**src/rtl/pcs_rx_10g_if.sv**
```systemverilog
// 10GBASE-R receive PCS signal bundle: gearbox-side block input, slip/lock status and MAC-side decode.
interface pcs_rx_10g_if #(
  parameter int DATA_W = 64,
  parameter int HEAD_W = 2,
  parameter int KEEP_W = 8
);
  logic              valid_i;
  logic [HEAD_W-1:0] head_i;
  logic [DATA_W-1:0] data_i;
  logic              slip_o;
  logic              block_lock_o;
  logic              valid_o;
  logic              ctrl_v_o;
  logic              idle_v_o;
  logic [1:0]        start_v_o;
  logic              term_v_o;
  logic              err_v_o;
  logic [DATA_W-1:0] data_o;
  logic [KEEP_W-1:0] keep_o;

  modport master (
    output valid_i, head_i, data_i,
    input  slip_o, block_lock_o, valid_o, ctrl_v_o, idle_v_o, start_v_o,
           term_v_o, err_v_o, data_o, keep_o
  );

  modport slave (
    input  valid_i, head_i, data_i,
    output slip_o, block_lock_o, valid_o, ctrl_v_o, idle_v_o, start_v_o,
           term_v_o, err_v_o, data_o, keep_o
  );
endinterface

```
**src/rtl/pcs_rx_10g.sv**
```systemverilog
// 10GBASE-R receive PCS lane: sync-header block lock with bit-slip requests, x^58+x^39+1
// self-synchronous descrambler and 64b/66b control block decode, registered with latency 1.
module pcs_rx_10g #(
  parameter int DATA_W      = 64,
  parameter int HEAD_W      = 2,
  parameter int KEEP_W      = 8,
  parameter int SH_GOOD_N   = 64,
  parameter int SH_BAD_N    = 16,
  parameter int SLIP_WAIT_N = 2
) (
  input  logic        clk,
  input  logic        reset,
  pcs_rx_10g_if.slave bus
);
  localparam logic [6:0] LP_GOOD = 7'(SH_GOOD_N);
  localparam logic [4:0] LP_BAD  = 5'(SH_BAD_N);
  localparam logic [6:0] LP_WAIT = 7'(SLIP_WAIT_N);

  typedef enum logic [1:0] {ST_UNLOCKED, ST_LOCKED, ST_SLIP} state_t;

  state_t            r_state;
  logic [6:0]        r_sh_cnt;
  logic [4:0]        r_bad_cnt;
  logic              r_slip;
  logic              r_lock;
  logic [57:0]       r_scr;
  logic              r_valid, r_ctrl, r_idle, r_term, r_err;
  logic [1:0]        r_start;
  logic [DATA_W-1:0] r_data;
  logic [KEEP_W-1:0] r_keep;

  logic [HEAD_W-1:0] w_head;
  logic              w_good;
  logic [6:0]        w_sh_nxt;
  logic [4:0]        w_bad_nxt;
  logic [DATA_W-1:0] w_desc, w_shift, w_data;
  logic [57:0]       w_scr_nxt;
  logic              w_vld, w_ctrl, w_idle, w_term, w_err, w_is_term;
  logic [1:0]        w_start;
  logic [KEEP_W-1:0] w_keep, w_t_keep;

  assign w_head    = bus.head_i;
  assign w_good    = (w_head == 2'b01) || (w_head == 2'b10);
  assign w_sh_nxt  = r_sh_cnt + 7'd1;
  assign w_bad_nxt = r_bad_cnt + {4'd0, ~w_good};

  // In SLIP, r_sh_cnt counts the blocks skipped while the gearbox realigns.
  always_ff @(posedge clk or posedge reset) begin
    if (reset) begin
      r_state   <= ST_UNLOCKED;
      r_sh_cnt  <= '0;
      r_bad_cnt <= '0;
      r_slip    <= 1'b0;
      r_lock    <= 1'b0;
    end else begin
      r_slip <= 1'b0;
      if (bus.valid_i) begin
        case (r_state)
          ST_UNLOCKED: begin
            if (!w_good) begin
              r_state   <= ST_SLIP;
              r_slip    <= 1'b1;
              r_sh_cnt  <= '0;
              r_bad_cnt <= '0;
            end else if (w_sh_nxt == LP_GOOD) begin
              r_state   <= ST_LOCKED;
              r_lock    <= 1'b1;
              r_sh_cnt  <= '0;
              r_bad_cnt <= '0;
            end else begin
              r_sh_cnt  <= w_sh_nxt;
            end
          end
          ST_LOCKED: begin
            if (w_bad_nxt == LP_BAD) begin
              r_state   <= ST_SLIP;
              r_lock    <= 1'b0;
              r_slip    <= 1'b1;
              r_sh_cnt  <= '0;
              r_bad_cnt <= '0;
            end else if (w_sh_nxt == LP_GOOD) begin
              r_sh_cnt  <= '0;
              r_bad_cnt <= '0;
            end else begin
              r_sh_cnt  <= w_sh_nxt;
              r_bad_cnt <= w_bad_nxt;
            end
          end
          ST_SLIP: begin
            if (w_sh_nxt == LP_WAIT) begin
              r_state  <= ST_UNLOCKED;
              r_sh_cnt <= '0;
            end else begin
              r_sh_cnt <= w_sh_nxt;
            end
          end
          default: r_state <= ST_UNLOCKED;
        endcase
      end
    end
  end

  // Bit-serial descramble; s[0] is the most recently received scrambled bit.
  always_comb begin
    logic [57:0] s;
    s      = r_scr;
    w_desc = '0;
    for (int i = 0; i < DATA_W; i++) begin
      w_desc[i] = bus.data_i[i] ^ s[38] ^ s[57];
      s         = {s[56:0], bus.data_i[i]};
    end
    w_scr_nxt = s;
  end

  assign w_shift = {8'h00, w_desc[DATA_W-1:8]};
  assign w_vld   = bus.valid_i && (r_state == ST_LOCKED);

  always_comb begin
    w_t_keep  = '0;
    w_is_term = 1'b1;
    case (w_desc[7:0])
      8'h87:   w_t_keep = 8'h00;
      8'h99:   w_t_keep = 8'h01;
      8'hAA:   w_t_keep = 8'h03;
      8'hB4:   w_t_keep = 8'h07;
      8'hCC:   w_t_keep = 8'h0F;
      8'hD2:   w_t_keep = 8'h1F;
      8'hE1:   w_t_keep = 8'h3F;
      8'hFF:   w_t_keep = 8'h7F;
      default: w_is_term = 1'b0;
    endcase
  end

  always_comb begin
    w_ctrl  = 1'b0;
    w_idle  = 1'b0;
    w_start = '0;
    w_term  = 1'b0;
    w_err   = 1'b0;
    w_data  = '0;
    w_keep  = '0;
    if (w_vld) begin
      if (w_head == 2'b10) begin
        w_data = w_desc;
        w_keep = '1;
      end else if (w_head == 2'b01) begin
        w_ctrl = 1'b1;
        if (w_desc[7:0] == 8'h1E) begin
          if (w_desc[DATA_W-1:8] == '0) w_idle = 1'b1;
          else                          w_err  = 1'b1;
        end else if (w_desc[7:0] == 8'h78) begin
          w_start = 2'b01;
          w_data  = {w_desc[DATA_W-1:8], 8'h00};
          w_keep  = 8'hFE;
        end else if (w_desc[7:0] == 8'h33) begin
          w_start              = 2'b10;
          w_data[DATA_W-1:40]  = w_desc[DATA_W-1:40];
          w_keep               = 8'hE0;
        end else if (w_is_term) begin
          w_term = 1'b1;
          w_keep = w_t_keep;
          for (int b = 0; b < KEEP_W; b++)
            w_data[8*b +: 8] = w_t_keep[b] ? w_shift[8*b +: 8] : 8'h00;
        end else begin
          w_err = 1'b1;
        end
      end else begin
        w_err = 1'b1;
      end
    end
  end

  always_ff @(posedge clk or posedge reset) begin
    if (reset) begin
      r_scr   <= '0;
      r_valid <= 1'b0;
      r_ctrl  <= 1'b0;
      r_idle  <= 1'b0;
      r_start <= '0;
      r_term  <= 1'b0;
      r_err   <= 1'b0;
      r_data  <= '0;
      r_keep  <= '0;
    end else begin
      if (bus.valid_i) r_scr <= w_scr_nxt;
      r_valid <= w_vld;
      r_ctrl  <= w_ctrl;
      r_idle  <= w_idle;
      r_start <= w_start;
      r_term  <= w_term;
      r_err   <= w_err;
      r_data  <= w_data;
      r_keep  <= w_keep;
    end
  end

  assign bus.slip_o       = r_slip;
  assign bus.block_lock_o = r_lock;
  assign bus.valid_o      = r_valid;
  assign bus.ctrl_v_o     = r_ctrl;
  assign bus.idle_v_o     = r_idle;
  assign bus.start_v_o    = r_start;
  assign bus.term_v_o     = r_term;
  assign bus.err_v_o      = r_err;
  assign bus.data_o       = r_data;
  assign bus.keep_o       = r_keep;
endmodule

```
**src/flat_wrapper.sv**
```systemverilog
// flat-port wrapper written by rule: the top's interface ports become plain ports
module pcs_rx_10g_flat 
#(
  parameter int DATA_W      = 64,
  parameter int HEAD_W      = 2,
  parameter int KEEP_W      = 8,
  parameter int SH_GOOD_N   = 64,
  parameter int SH_BAD_N    = 16,
  parameter int SLIP_WAIT_N = 2
)
  (clk, reset, bus_valid_i, bus_head_i, bus_data_i, bus_slip_o, bus_block_lock_o, bus_valid_o, bus_ctrl_v_o, bus_idle_v_o, bus_start_v_o, bus_term_v_o, bus_err_v_o, bus_data_o, bus_keep_o);
  pcs_rx_10g_if #(.DATA_W(DATA_W), .HEAD_W(HEAD_W), .KEEP_W(KEEP_W)) bus_i ();
  input  logic clk;
  input  logic reset;
  input wire logic [$bits(bus_i.valid_i)-1:0] bus_valid_i;
  input wire logic [$bits(bus_i.head_i)-1:0] bus_head_i;
  input wire logic [$bits(bus_i.data_i)-1:0] bus_data_i;
  output wire logic [$bits(bus_i.slip_o)-1:0] bus_slip_o;
  output wire logic [$bits(bus_i.block_lock_o)-1:0] bus_block_lock_o;
  output wire logic [$bits(bus_i.valid_o)-1:0] bus_valid_o;
  output wire logic [$bits(bus_i.ctrl_v_o)-1:0] bus_ctrl_v_o;
  output wire logic [$bits(bus_i.idle_v_o)-1:0] bus_idle_v_o;
  output wire logic [$bits(bus_i.start_v_o)-1:0] bus_start_v_o;
  output wire logic [$bits(bus_i.term_v_o)-1:0] bus_term_v_o;
  output wire logic [$bits(bus_i.err_v_o)-1:0] bus_err_v_o;
  output wire logic [$bits(bus_i.data_o)-1:0] bus_data_o;
  output wire logic [$bits(bus_i.keep_o)-1:0] bus_keep_o;
  assign bus_i.valid_i = bus_valid_i;
  assign bus_i.head_i = bus_head_i;
  assign bus_i.data_i = bus_data_i;
  assign bus_slip_o = bus_i.slip_o;
  assign bus_block_lock_o = bus_i.block_lock_o;
  assign bus_valid_o = bus_i.valid_o;
  assign bus_ctrl_v_o = bus_i.ctrl_v_o;
  assign bus_idle_v_o = bus_i.idle_v_o;
  assign bus_start_v_o = bus_i.start_v_o;
  assign bus_term_v_o = bus_i.term_v_o;
  assign bus_err_v_o = bus_i.err_v_o;
  assign bus_data_o = bus_i.data_o;
  assign bus_keep_o = bus_i.keep_o;
  pcs_rx_10g #(.DATA_W(DATA_W), .HEAD_W(HEAD_W), .KEEP_W(KEEP_W), .SH_GOOD_N(SH_GOOD_N), .SH_BAD_N(SH_BAD_N), .SLIP_WAIT_N(SLIP_WAIT_N)) u_core (.clk(clk), .reset(reset), .bus(bus_i));
endmodule
```
**config.mk**
```make
export PLATFORM = sky130hd
export DESIGN_NAME = pcs_rx_10g_flat
export DESIGN_NICKNAME = d
export VERILOG_FILES = /design/src/rtl/pcs_rx_10g_if.sv /design/src/rtl/pcs_rx_10g.sv /design/src/flat_wrapper.sv
export SDC_FILE = /design/constraint.sdc
export NUM_CORES = 1
export LEC_CHECK = 0
export ABC_CLOCK_PERIOD_IN_PS = 6000
export CAP_MARGIN = 5
export CELL_PAD_IN_SITES_DETAIL_PLACEMENT = 0
export CELL_PAD_IN_SITES_GLOBAL_PLACEMENT = 1
export CORE_UTILIZATION = 42
export DETAILED_ROUTE_END_ITERATION = 6
export HOLD_SLACK_MARGIN = 0.1
export PLACE_DENSITY = 0.86
export SLEW_MARGIN = 10
export SYNTH_ARGS = -nofsm -noshare
export SYNTH_HDL_FRONTEND = slang
export SYNTH_SLANG_ARGS = --single-unit
```
**constraint.sdc**
```tcl
create_clock -name clk -period 6 [get_ports clk]
set_input_delay 0.9 -clock clk [delete_from_list [all_inputs] [get_ports clk]]
set_output_delay 0.9 -clock clk [all_outputs]
set_load 0.03 [all_outputs]
```
==> results of run 1 <==
## flip-flops by register name, indices dropped and copies added (netlist names)
signal                   count
u_core.r_sh_cnt              7
u_core.bus.data_o           64
u_core.r_state               2
u_core.bus.slip_o            1
u_core.r_scr                58
u_core.bus.valid_o           1
u_core.r_bad_cnt             5
u_core.bus.keep_o            8
u_core.bus.term_v_o          1
u_core.bus.block_lock_o      1
u_core.bus.ctrl_v_o          1
u_core.bus.start_v_o         2
u_core.bus.err_v_o           1
u_core.bus.idle_v_o          1
## cell type report
class,instances,area (µm²),share of cell area
clock inverter,14,138,0.0132
inverter,30,118,0.0113
sequential,153,3830,0.368
clock buffer,18,439,0.0422
tap,260,325,0.0312
timing repair buffer,151,1500,0.144
multi-input combinational,468,4070,0.390
## cells by family after synthesis
family          Yosys count
simple gates            165
compound gates          118
fa+ha+maj                11
buf+inv                  48
mux                      65
flops                   153
xor+xnor                109
## per-stage QoR
stage,cells,area [µm²]
after detailed placement,1062,9840
after floorplan,669,8100
after global routing,1094,10400
final,1094,10400
after global placement,1062,9840
after CTS,1094,10400
## cells in the mapped netlist, drive strengths merged, types with 13 or more instances
library cell,count,area share
o22ai,38,0.029
xnor3,26,0.072
nor3,14,0.0093
nand3,13,0.0093
nand2,39,0.018
dfrtp,153,0.47
xor2,29,0.031
mux2,63,0.088
o21ai,25,0.018
nor2,35,0.017
xnor2,45,0.049
inv,30,0.014
a21oi,14,0.010
## placed cells by master, fill, tap and decap left out, types with 8 or more instances in the layout
master	instances
nand2_1	38
o22ai_1	38
dfrtp_1	153
xor2_1	29
o21ai_0	21
nand2b_1	10
nor4_1	8
nand4_1	12
clkdlybuf4s50_1	148
ha_1	11
clkbuf_16	17
nand3_1	11
xnor3_1	26
mux2_2	63
a21oi_1	13
nor3_1	13
xor3_1	8
nor2_1	33
inv_1	29
xnor2_1	45
## path summary, 6_finish.rpt
kind / from / to / slack, ps / cells after the start
max: bus_data_i[0] / u_core.bus.data_o[23] / 2460 / 7
min: u_core.bus.block_lock_o / u_core.bus.block_lock_o / 510 / 1
max reg2reg: u_core.r_scr[38] / u_core.bus.data_o[23] / 2850 / 6
min reg2reg: u_core.bus.block_lock_o / u_core.bus.block_lock_o / 510 / 1
max in group asynchronous: reset / u_core.r_scr[48] / 3730 / 3
min in group asynchronous: reset / u_core.r_scr[38] / 1050 / 2
## per-layer routing
layer	track usage	wire [µm]	vias to the layer above
li1	-	-	2726
met1	0.316	9650	3010
met2	0.399	11100	288
met3	0.0506	1680	49
met4	0.108	775	0
met5	0	0	-
## power groups by stage
stage	Sequential [mW]	Combinational [mW]	Clock, mW
2_1_floorplan	1.15	0.456	0
3_3_place_gp	1.16	0.668	0
3_5_place_dp	1.16	0.671	0
4_1_cts	1.14	0.676	1.07
5_1_grt	1.15	0.731	1.11
6_report	1.14	0.681	1.06
## critical path, stage by stage
cell	delay [ps]
clkdlybuf4s50_1	480
xnor3_1	520
nand2_1	210
o41ai_4	610
nor2_2	90
o21ai_2	790
o22ai_1	180
==> summary.md, run 1 <==
| Metric | Value |
|---|---|
| Total grt overflow | `0` |
| DRC errors left | `0` |
| PnR worst setup slack | `2460 ps` |
| Flop pwr share | `0.396` |
| Syn Nets | `around 750` |
| Multiplexer share of the synthesized area | `0.0901` |
| Routed length per instance | `around 21 µm` |
| Clock Pin Slew Worst Setup and Hold Paths | `60 ps` |
| Combinational share of power | `0.236` |
| Slew Limit Headroom | `0.311` |
| Leakage power | `4.56 nW` |
| Post-CTS setup buffers | `0` |
| Period utilization | `0.590` |
| CTS tree | `built` |
| PD cells | `277 nW/µm²` |
| Setup Viol. Count Final | `0` |
| Number of synthesized flops with an enable pin | `0` |
| Status | `finished clean` |
| CTS root buffer | `clkbuf_16` |
| Final WL | `between 20000 and 25000 µm` |
| Antenna viol nets, final | `0` |
| Tot Pwr | `2.88 mW` |
| CP Max Fanout | `24` |
| Synth Area in Compound Gates | `0.106` |
| Worst IR Drop VDD | `0.000217 V` |
| Via density | `5.55` |
| RSZ-0062 raised after global routing | `false` |
| Slew Limit Fails | `0` |
| Initial Util | `0.430` |
| Seq/Total Area, Yosys | `0.473` |
| Xor-xnor portion of the synthesized cell area | `0.179` |
| DR iter-0 viols | `463` |
| Largest family of logic cells by synthesized area | `XOR/XNOR gates` |
| Hold Buf Count CTS | `0` |
| Layout Utilization | `0.553` |
| CP arrival | `3790 ps` |
| Final GP Congestion | `1.04` |
| Net Switching | `roughly 910 µW` |
| Final hold violation count | `0` |
| Clock buffer depth | `2` |
| Hold_ws | `just over 500 ps` |
| #FFs+latches synth | `around 150` |
| Synth Flop Type | `dfrtp_1` |
| Final TNS setup | `0 ps` |
| P_int | `~2.0 mW` |
| Reported max-cap violation count | `0` |
| Fill cell count | `between 1500 and 2000` |
| I/O pins | `150` |
| Worst endpoint required time | `6260 ps` |
| CTS Buf Count | `17` |
| H-tree Lvls | `4` |
| Vias in the first global route | `between 6000 and 7000` |
| Antenna diodes | `0` |
| Die width | `between 100 and 150 µm` |
| Clk_lat worst skew | `440 ps` |
| Adder-Cell Fraction of Synth Area | `0.0170` |
| YS warnings | `0` |
| Largest net degree at the start of global routing | `107` |
| Die Area | `19800 µm²` |
| Worst hold path class | `reg -> reg` |
| Min Tclk post-route | `3540 ps` |
| Area grow syn2layout | `28.6%` |
| Final setup skew | `11.9 ps` |
| Fin nets | `901` |
| Synthesized area | `about 8000 µm²` |
| Count of unique library cells instantiated by Yosys | `71` |
| Worst Tran Pin Value | `1030 ps` |
| GRT Total Usage | `0.245` |
| Chip Height | `141 µm` |
| Mapped Cells | `between 600 and 700` |
| Mean post-synth cell area | `12.1 µm²` |
| Final HPWL DP | `17600 µm` |
| Resized Gates After CTS | `0` |
| Worst Setup Path Type | `in -> reg` |
| Switch share | `0.315` |
| Worst Setup End Kind | `register` |
| Drt pass-1 iters | `5` |
| Port Buf Inserts | `149` |
| Vias | `6073` |
| Clock sinks | `153` |
| Initial antenna violation count | `0` |
| First-pass GRT wire length | `35200 µm` |
| Simple-gate share of the synthesized area | `0.110` |
| FMAX | `283 MHz` |
| Core ar. | `18800 µm²` |
| Worst setup SP type | `input port` |
| Clk pwr share | `0.368` |
| Fraction of registers with async set/reset | `1.00` |
| Row count | `50` |
| Layout cells sized above 1 | `0.145` |
| DP Worst Slack | `2080 ps` |
(Power assumes the default switching activity.)
==> run 2: changes to the inputs <==
--- a/config.mk
+++ b/config.mk
@@ -5,7 +5,7 @@
 export SDC_FILE = /design/constraint.sdc
 export NUM_CORES = 1
 export LEC_CHECK = 0
-export ABC_CLOCK_PERIOD_IN_PS = 6000
+export ABC_CLOCK_PERIOD_IN_PS = 3300
 export CAP_MARGIN = 5
 export CELL_PAD_IN_SITES_DETAIL_PLACEMENT = 0
 export CELL_PAD_IN_SITES_GLOBAL_PLACEMENT = 1
==> constraint.sdc (replaced) <==
create_clock -name clk -period 3.3 [get_ports clk]
set_input_delay 0.495 -clock clk [delete_from_list [all_inputs] [get_ports clk]]
set_output_delay 0.495 -clock clk [all_outputs]
set_load 0.03 [all_outputs]
==> run 2 against run 1 <==
Effect of this change:
- core utilization increased by 1.0 points
- via count is 1.8% higher
- critical path depth unchanged
- sequential share of layout area down 0.66 points
- hold slack got worse by 120 ps
- count of clock-buffer cells in the layout stayed put
- cell area up 1.8%
- sequential cell count stayed put
- clock skew decreased by 3.6 ps
- critical path type unchanged
- largest cell class unchanged
==> summary.md, run 2 (synthesized netlist as in run 1, its figures left out) <==
| Metric | Value |
|---|---|
| CTS Buf Count | `17` |
| Status | `finished clean` |
| Initial antenna violation count | `0` |
| Final setup skew | `a little over 8 ps` |
| Final TNS setup | `0 ps` |
| Leakage power | `4.66 nW` |
| Largest register FFs | `64` |
| Largest net degree at the start of global routing | `75` |
| Die Area | `19800 µm²` |
| Antenna viol nets, final | `0` |
| Most common cell after layout, fill and taps aside | `dfrtp_1` |
| Clock sinks | `around 150` |
| Drt pass-1 iters | `6` |
| Min Tclk post-route | `2790 ps` |
| Area grow syn2layout | `31.0%` |
| Worst hold path class | `in -> reg` |
| Final WL | `23600 µm` |
| Clk_lat worst skew | `430 ps` |
| DRC errors left | `0` |
| Fin nets | `923` |
| Antenna diodes | `0` |
| Slew Limit Headroom | `0.433` |
| Clock buffer depth | `2` |
| DR iter-0 viols | `541` |
| Tot Pwr | `between 5 and 6 mW` |
| I/O pins | `150` |
| Worst Setup Path Type | `in -> reg` |
| Busiest grt layer | `met2` |
| Vias in the first global route | `roughly 6000` |
| Resized Gates After CTS | `0` |
| Most frequent cells in the layout | `dfrtp_1 (153), clkdlybuf4s50_1 (148), mux2_2 (63), xnor2_1 (45)` |
| Clock Pin Slew Worst Setup and Hold Paths | `approximately 70 ps` |
| Reported max-cap violation count | `0` |
| Hold Buf Count CTS | `0` |
| Final HPWL DP | `between 15000 and 20000 µm` |
| Core ar. | `18800 µm²` |
| Initial Util | `0.430` |
| Grt met3 use | `0.0557` |
| H-tree Lvls | `4` |
| Row count | `50` |
| Final GP Congestion | `1.04` |
| GRT Total Usage | `0.246` |
| Final hold violation count | `0` |
| Vias | `around 6200` |
| Routed length per instance | `21.2 µm` |
| Period utilization | `0.844` |
| FMAX | `roughly 360 MHz` |
| CP Max Fanout | `8` |
| Hold_ws | `392 ps` |
| CTS root buffer | `clkbuf_16` |
| Worst Tran Pin Value | `850 ps` |
| Setup Viol. Count Final | `0` |
| Port Buf Inserts | `roughly 150` |
| PD cells | `497 nW/µm²` |
| Worst endpoint required time | `3580 ps` |
| Die width | `roughly 140 µm` |
| CTS tree | `built` |
| Grt met1 use | `0.321` |
| Worst Setup End Kind | `register` |
| First-pass GRT wire length | `~36000 µm` |
| Fill cell count | `1571` |
| Slew Limit Fails | `0` |
| Chip Height | `141 µm` |
| Met2 Use GR | `0.414` |
| DP Worst Slack | `123 ps` |
| Layout cells sized above 1 | `0.166` |
| Via density | `5.54` |
| Worst setup SP type | `input port` |
| CP arrival | `3070 ps` |
| Post-CTS setup buffers | `0` |
| Worst IR Drop VDD | `between 0.0003 and 0.0004 V` |
| RSZ-0062 raised after global routing | `false` |
| Total grt overflow | `0` |
| PnR worst setup slack | `515 ps` |
run 2: cell types whose count changed in the layout (fill, tap and decap cells not counted), sizes merged:
cell      change
clkinv        -3
buf          +22
clkinvlp      +3
run 2: per-stage QoR:
stage / util / cell area, µm² / std cells
CTS: 0.563 / 10600 / 1116
global placement: 0.533 / 10000 / 1084
finish: 0.563 / 10600 / 1116
global route: 0.563 / 10600 / 1116
detailed placement: 0.533 / 10000 / 1084
floorplan: - / 8100 / 669
run 2: final cells by class:
cell class	count	area [µm²]	area share
Multi-Input combinational cell	468	4070	0.383
Tap cell	260	325	0.0307
Clock buffer	18	429	0.0405
Sequential cell	153	3830	0.361
Inverter	30	116	0.0110
Clock inverter	14	138	0.0130
Timing Repair Buffer	173	1700	0.161
run 2: path summary, 6_finish.rpt:
path | from | end | slack (ps) | depth (start not counted)
worst max-delay path | bus_data_i[3] | u_core.bus.data_o[36] | 510 | 7
worst min-delay path | bus_valid_i | u_core.bus.slip_o | 390 | 2
worst max register to register | u_core.r_scr[32] | u_core.bus.data_o[36] | 610 | 6
worst min register to register | u_core.bus.block_lock_o | u_core.bus.block_lock_o | 520 | 1
max in group asynchronous | reset | u_core.r_sh_cnt[6] | 1900 | 3
min in group asynchronous | reset | u_core.bus.data_o[23] | 560 | 2
run 2: layer usage:
| layer | share of wire | wire length, µm |
|---|---|---|
| met1 | 0.42 | 9800 |
| met2 | 0.49 | 11500 |
| met3 | 0.076 | 1810 |
| met4 | 0.021 | 486 |
| met5 | 0 | 0 |
run 2: critical path, cell delays in order:
cell             delay [ps]
clkdlybuf4s50_1         660
xor3_1                  390
nand2_1                 170
o41ai_4                 620
nor2_1                  220
nand2_1                 320
o22ai_1                 180
run 2: power by group:
part           total (mW)  internal, mW  switching [mW]
Sequential           2.08          1.97           0.110
Clock                1.91          1.06           0.849
Combinational        1.29         0.586           0.702
Total                5.27          3.61            1.66
==> run 3: changes to the inputs <==
--- a/config.mk
+++ b/config.mk
@@ -5,14 +5,14 @@
 export SDC_FILE = /design/constraint.sdc
 export NUM_CORES = 1
 export LEC_CHECK = 0
-export ABC_CLOCK_PERIOD_IN_PS = 3300
+export ABC_CLOCK_PERIOD_IN_PS = 2500
 export CAP_MARGIN = 5
 export CELL_PAD_IN_SITES_DETAIL_PLACEMENT = 0
 export CELL_PAD_IN_SITES_GLOBAL_PLACEMENT = 1
-export CORE_UTILIZATION = 42
+export CORE_UTILIZATION = 38
 export DETAILED_ROUTE_END_ITERATION = 6
 export HOLD_SLACK_MARGIN = 0.1
-export PLACE_DENSITY = 0.86
+export PLACE_DENSITY = 0.83
 export SLEW_MARGIN = 10
 export SYNTH_ARGS = -nofsm -noshare
 export SYNTH_HDL_FRONTEND = slang
==> constraint.sdc (replaced) <==
create_clock -name clk -period 2.5 [get_ports clk]
set_input_delay 0.375 -clock clk [delete_from_list [all_inputs] [get_ports clk]]
set_output_delay 0.375 -clock clk [all_outputs]
set_load 0.03 [all_outputs]
==> run 3 against run 2 <==
Effect of this change:
- combinational power rose by 74%
- worst setup slack got worse by 480 ps
- clock skew grew 2.4 ps
- sequential cell count unchanged
- critical path depth grew 2
- cell area increased by 11%
- hold slack got worse by 100 ps
- cell count increased by 13%
- largest cell class unchanged
==> summary.md, run 3 (synthesized netlist as in run 1, its figures left out) <==
| Metric | Value |
|---|---|
| Status | `finished clean` |
| Final WL | `25500 µm` |
| Slew Limit Fails | `0` |
| H-tree Lvls | `4` |
| FMAX | `405 MHz` |
| Worst Tran Pin Value | `814 ps` |
| Crit path cell chain | `xor3_2 -> buf_4 -> nor2_4 -> nand4b_1 -> buf_4 -> and2_1 -> nand3_1 -> o22ai_1 -> buf_4` |
| Clk_lat worst skew | `430 ps` |
| CP Max Fanout | `5` |
| Hold_ws | `290 ps` |
| Layout Utilization | `0.564` |
| First-pass GRT wire length | `slightly below 40000 µm` |
| Worst hold path class | `in -> reg` |
| Clock sinks | `153` |
| GRT Total Usage | `0.239` |
| Port Buf Inserts | `approximately 150` |
| Worst Setup End Kind | `register` |
| Initial antenna violation count | `0` |
| CTS root buffer | `clkbuf_16` |
| Worst setup SP type | `register` |
| Most frequent cells in the layout | `buf_4 (152), dfrtp_1 (152), clkdlybuf4s50_1 (145), mux2_2 (63), xnor2_1 (45)` |
| Clock buffer depth | `2` |
| Final HPWL DP | `about 20000 µm` |
| Period utilization | `0.987` |
| Final setup skew | `10.7 ps` |
| Largest stage delay on the critical path | `520 ps` |
| CTS Buf Count | `17` |
| Layout cells sized above 1 | `0.306` |
| I/O pins | `150` |
| Die width | `between 100 and 150 µm` |
| Antenna viol nets, final | `0` |
| Antenna diodes | `0` |
| Vias in the first global route | `6805` |
| DR iter-0 viols | `510` |
| Final GP Congestion | `approximately 0.94` |
| CP dominant cell by count | `buf_4` |
| Clock Pin Slew Worst Setup and Hold Paths | `70 ps` |
| Worst path bufs/invs | `3` |
| Largest register FFs | `64` |
| Vias | `6551` |
| PD cells | `650 nW/µm²` |
| CP arrival | `between 2000 and 3000 ps` |
| Reported max-cap violation count | `0` |
| Die Area | `21900 µm²` |
| DP Worst Slack | `-528 ps` |
| Routed length per instance | `20.1 µm` |
| Leakage power | `between 5 and 6 nW` |
| Row count | `53` |
| Setup Viol. Count Final | `0` |
| Fill cell count | `1760` |
| Core ar. | `~21000 µm²` |
| Drt pass-1 iters | `7` |
| Chip Height | `148 µm` |
| Worst IR Drop VDD | `0.000465 V` |
| Initial Util | `0.386` |
| RSZ-0062 raised after global routing | `true` |
| Final TNS setup | `0 ps` |
| Final hold violation count | `0` |
| Slew Limit Headroom | `0.458` |
| PnR worst setup slack | `33.1 ps` |
| Area grow syn2layout | `46.1%` |
| Min Tclk post-route | `roughly 2500 ps` |
| Family with the most delay on the worst path | `simple AND/OR/NAND/NOR gates` |
| Fin nets | `1058` |
| Worst Setup Path Type | `reg -> reg` |
| Via density | `5.17` |
| CTS tree | `built` |
| DRC errors left | `0` |
| Largest net degree at the start of global routing | `59` |
| Worst endpoint required time | `2830 ps` |
| Critical path's slowest cell | `xor3_2` |
| Total grt overflow | `0` |
## run 3: changes by cell type in the layout (fill, tap and decap cells not counted), sizes merged, moves of 2 or more
cell           before  now
clkinv              4    2
clkdlybuf4s50     148  145
buf                25  160
bufinv              1    3
inv                35   37
dlymetal6s2s        0    3
## run 3: report_power, final
| part | switching, mW | total (mW) | internal [mW] |
|---|---|---|---|
| Combinational | 1.09 | 2.24 | 1.15 |
| Sequential | 0.130 | 2.73 | 2.60 |
| Clock | 1.13 | 2.73 | 1.60 |
| Total | 2.35 | 7.69 | 5.34 |
## run 3: layout make-up
cell class              count  area [µm²]  share of cell area
clock buffers              17         425              0.0360
clock inverters            15         188              0.0159
inverters                  30         116             0.00984
multi-input cells         468        4160               0.352
flip-flops and latches    153        3830               0.324
well taps                 275         344              0.0291
repair buffers            308        2770               0.234
## run 3: path summary, 6_finish.rpt
kind	slack [ps]	to	start	cells after the start
max in group asynchronous	1440	u_core.bus.data_o[41]	reset	3
worst max register to register	30	u_core.bus.data_o[46]	u_core.r_scr[36]	9
worst min-delay path	290	u_core.r_state[0]	bus_valid_i	2
worst min register to register	520	u_core.r_scr[51]	u_core.r_scr[51]	1
worst max-delay path	30	u_core.bus.data_o[46]	u_core.r_scr[36]	9
min in group asynchronous	340	u_core.r_scr[38]	reset	2
## run 3: repair_timing
| item | CTS | global route |
|---|---|---|
| setup buffers | 1 | 10 |
| gates resized for setup | 3 | 32 |
| endpoints found under the setup margin | 11 | 64 |
| hold buffers | 0 | 0 |
| pin swaps | 1 | 12 |
## run 3: routing by layer
metal | GRT usage | routed length, µm | vias up
met5 | 0 | 0 | -
met4 | 0.0933 | 747 | 0
met3 | 0.0321 | 1380 | 41
met2 | 0.412 | 12800 | 234
met1 | 0.303 | 10600 | 3242
li1 | - | - | 3034
## run 3: metrics by stage
stage	total power, mW	area (µm²)	std cells
2_1_floorplan	3.85	8100	669
3_3_place_gp	4.88	11000	1223
3_5_place_dp	4.89	11000	1223
4_1_cts	7.63	11700	1256
5_1_grt	7.96	11800	1266
6_report	7.69	11800	1266
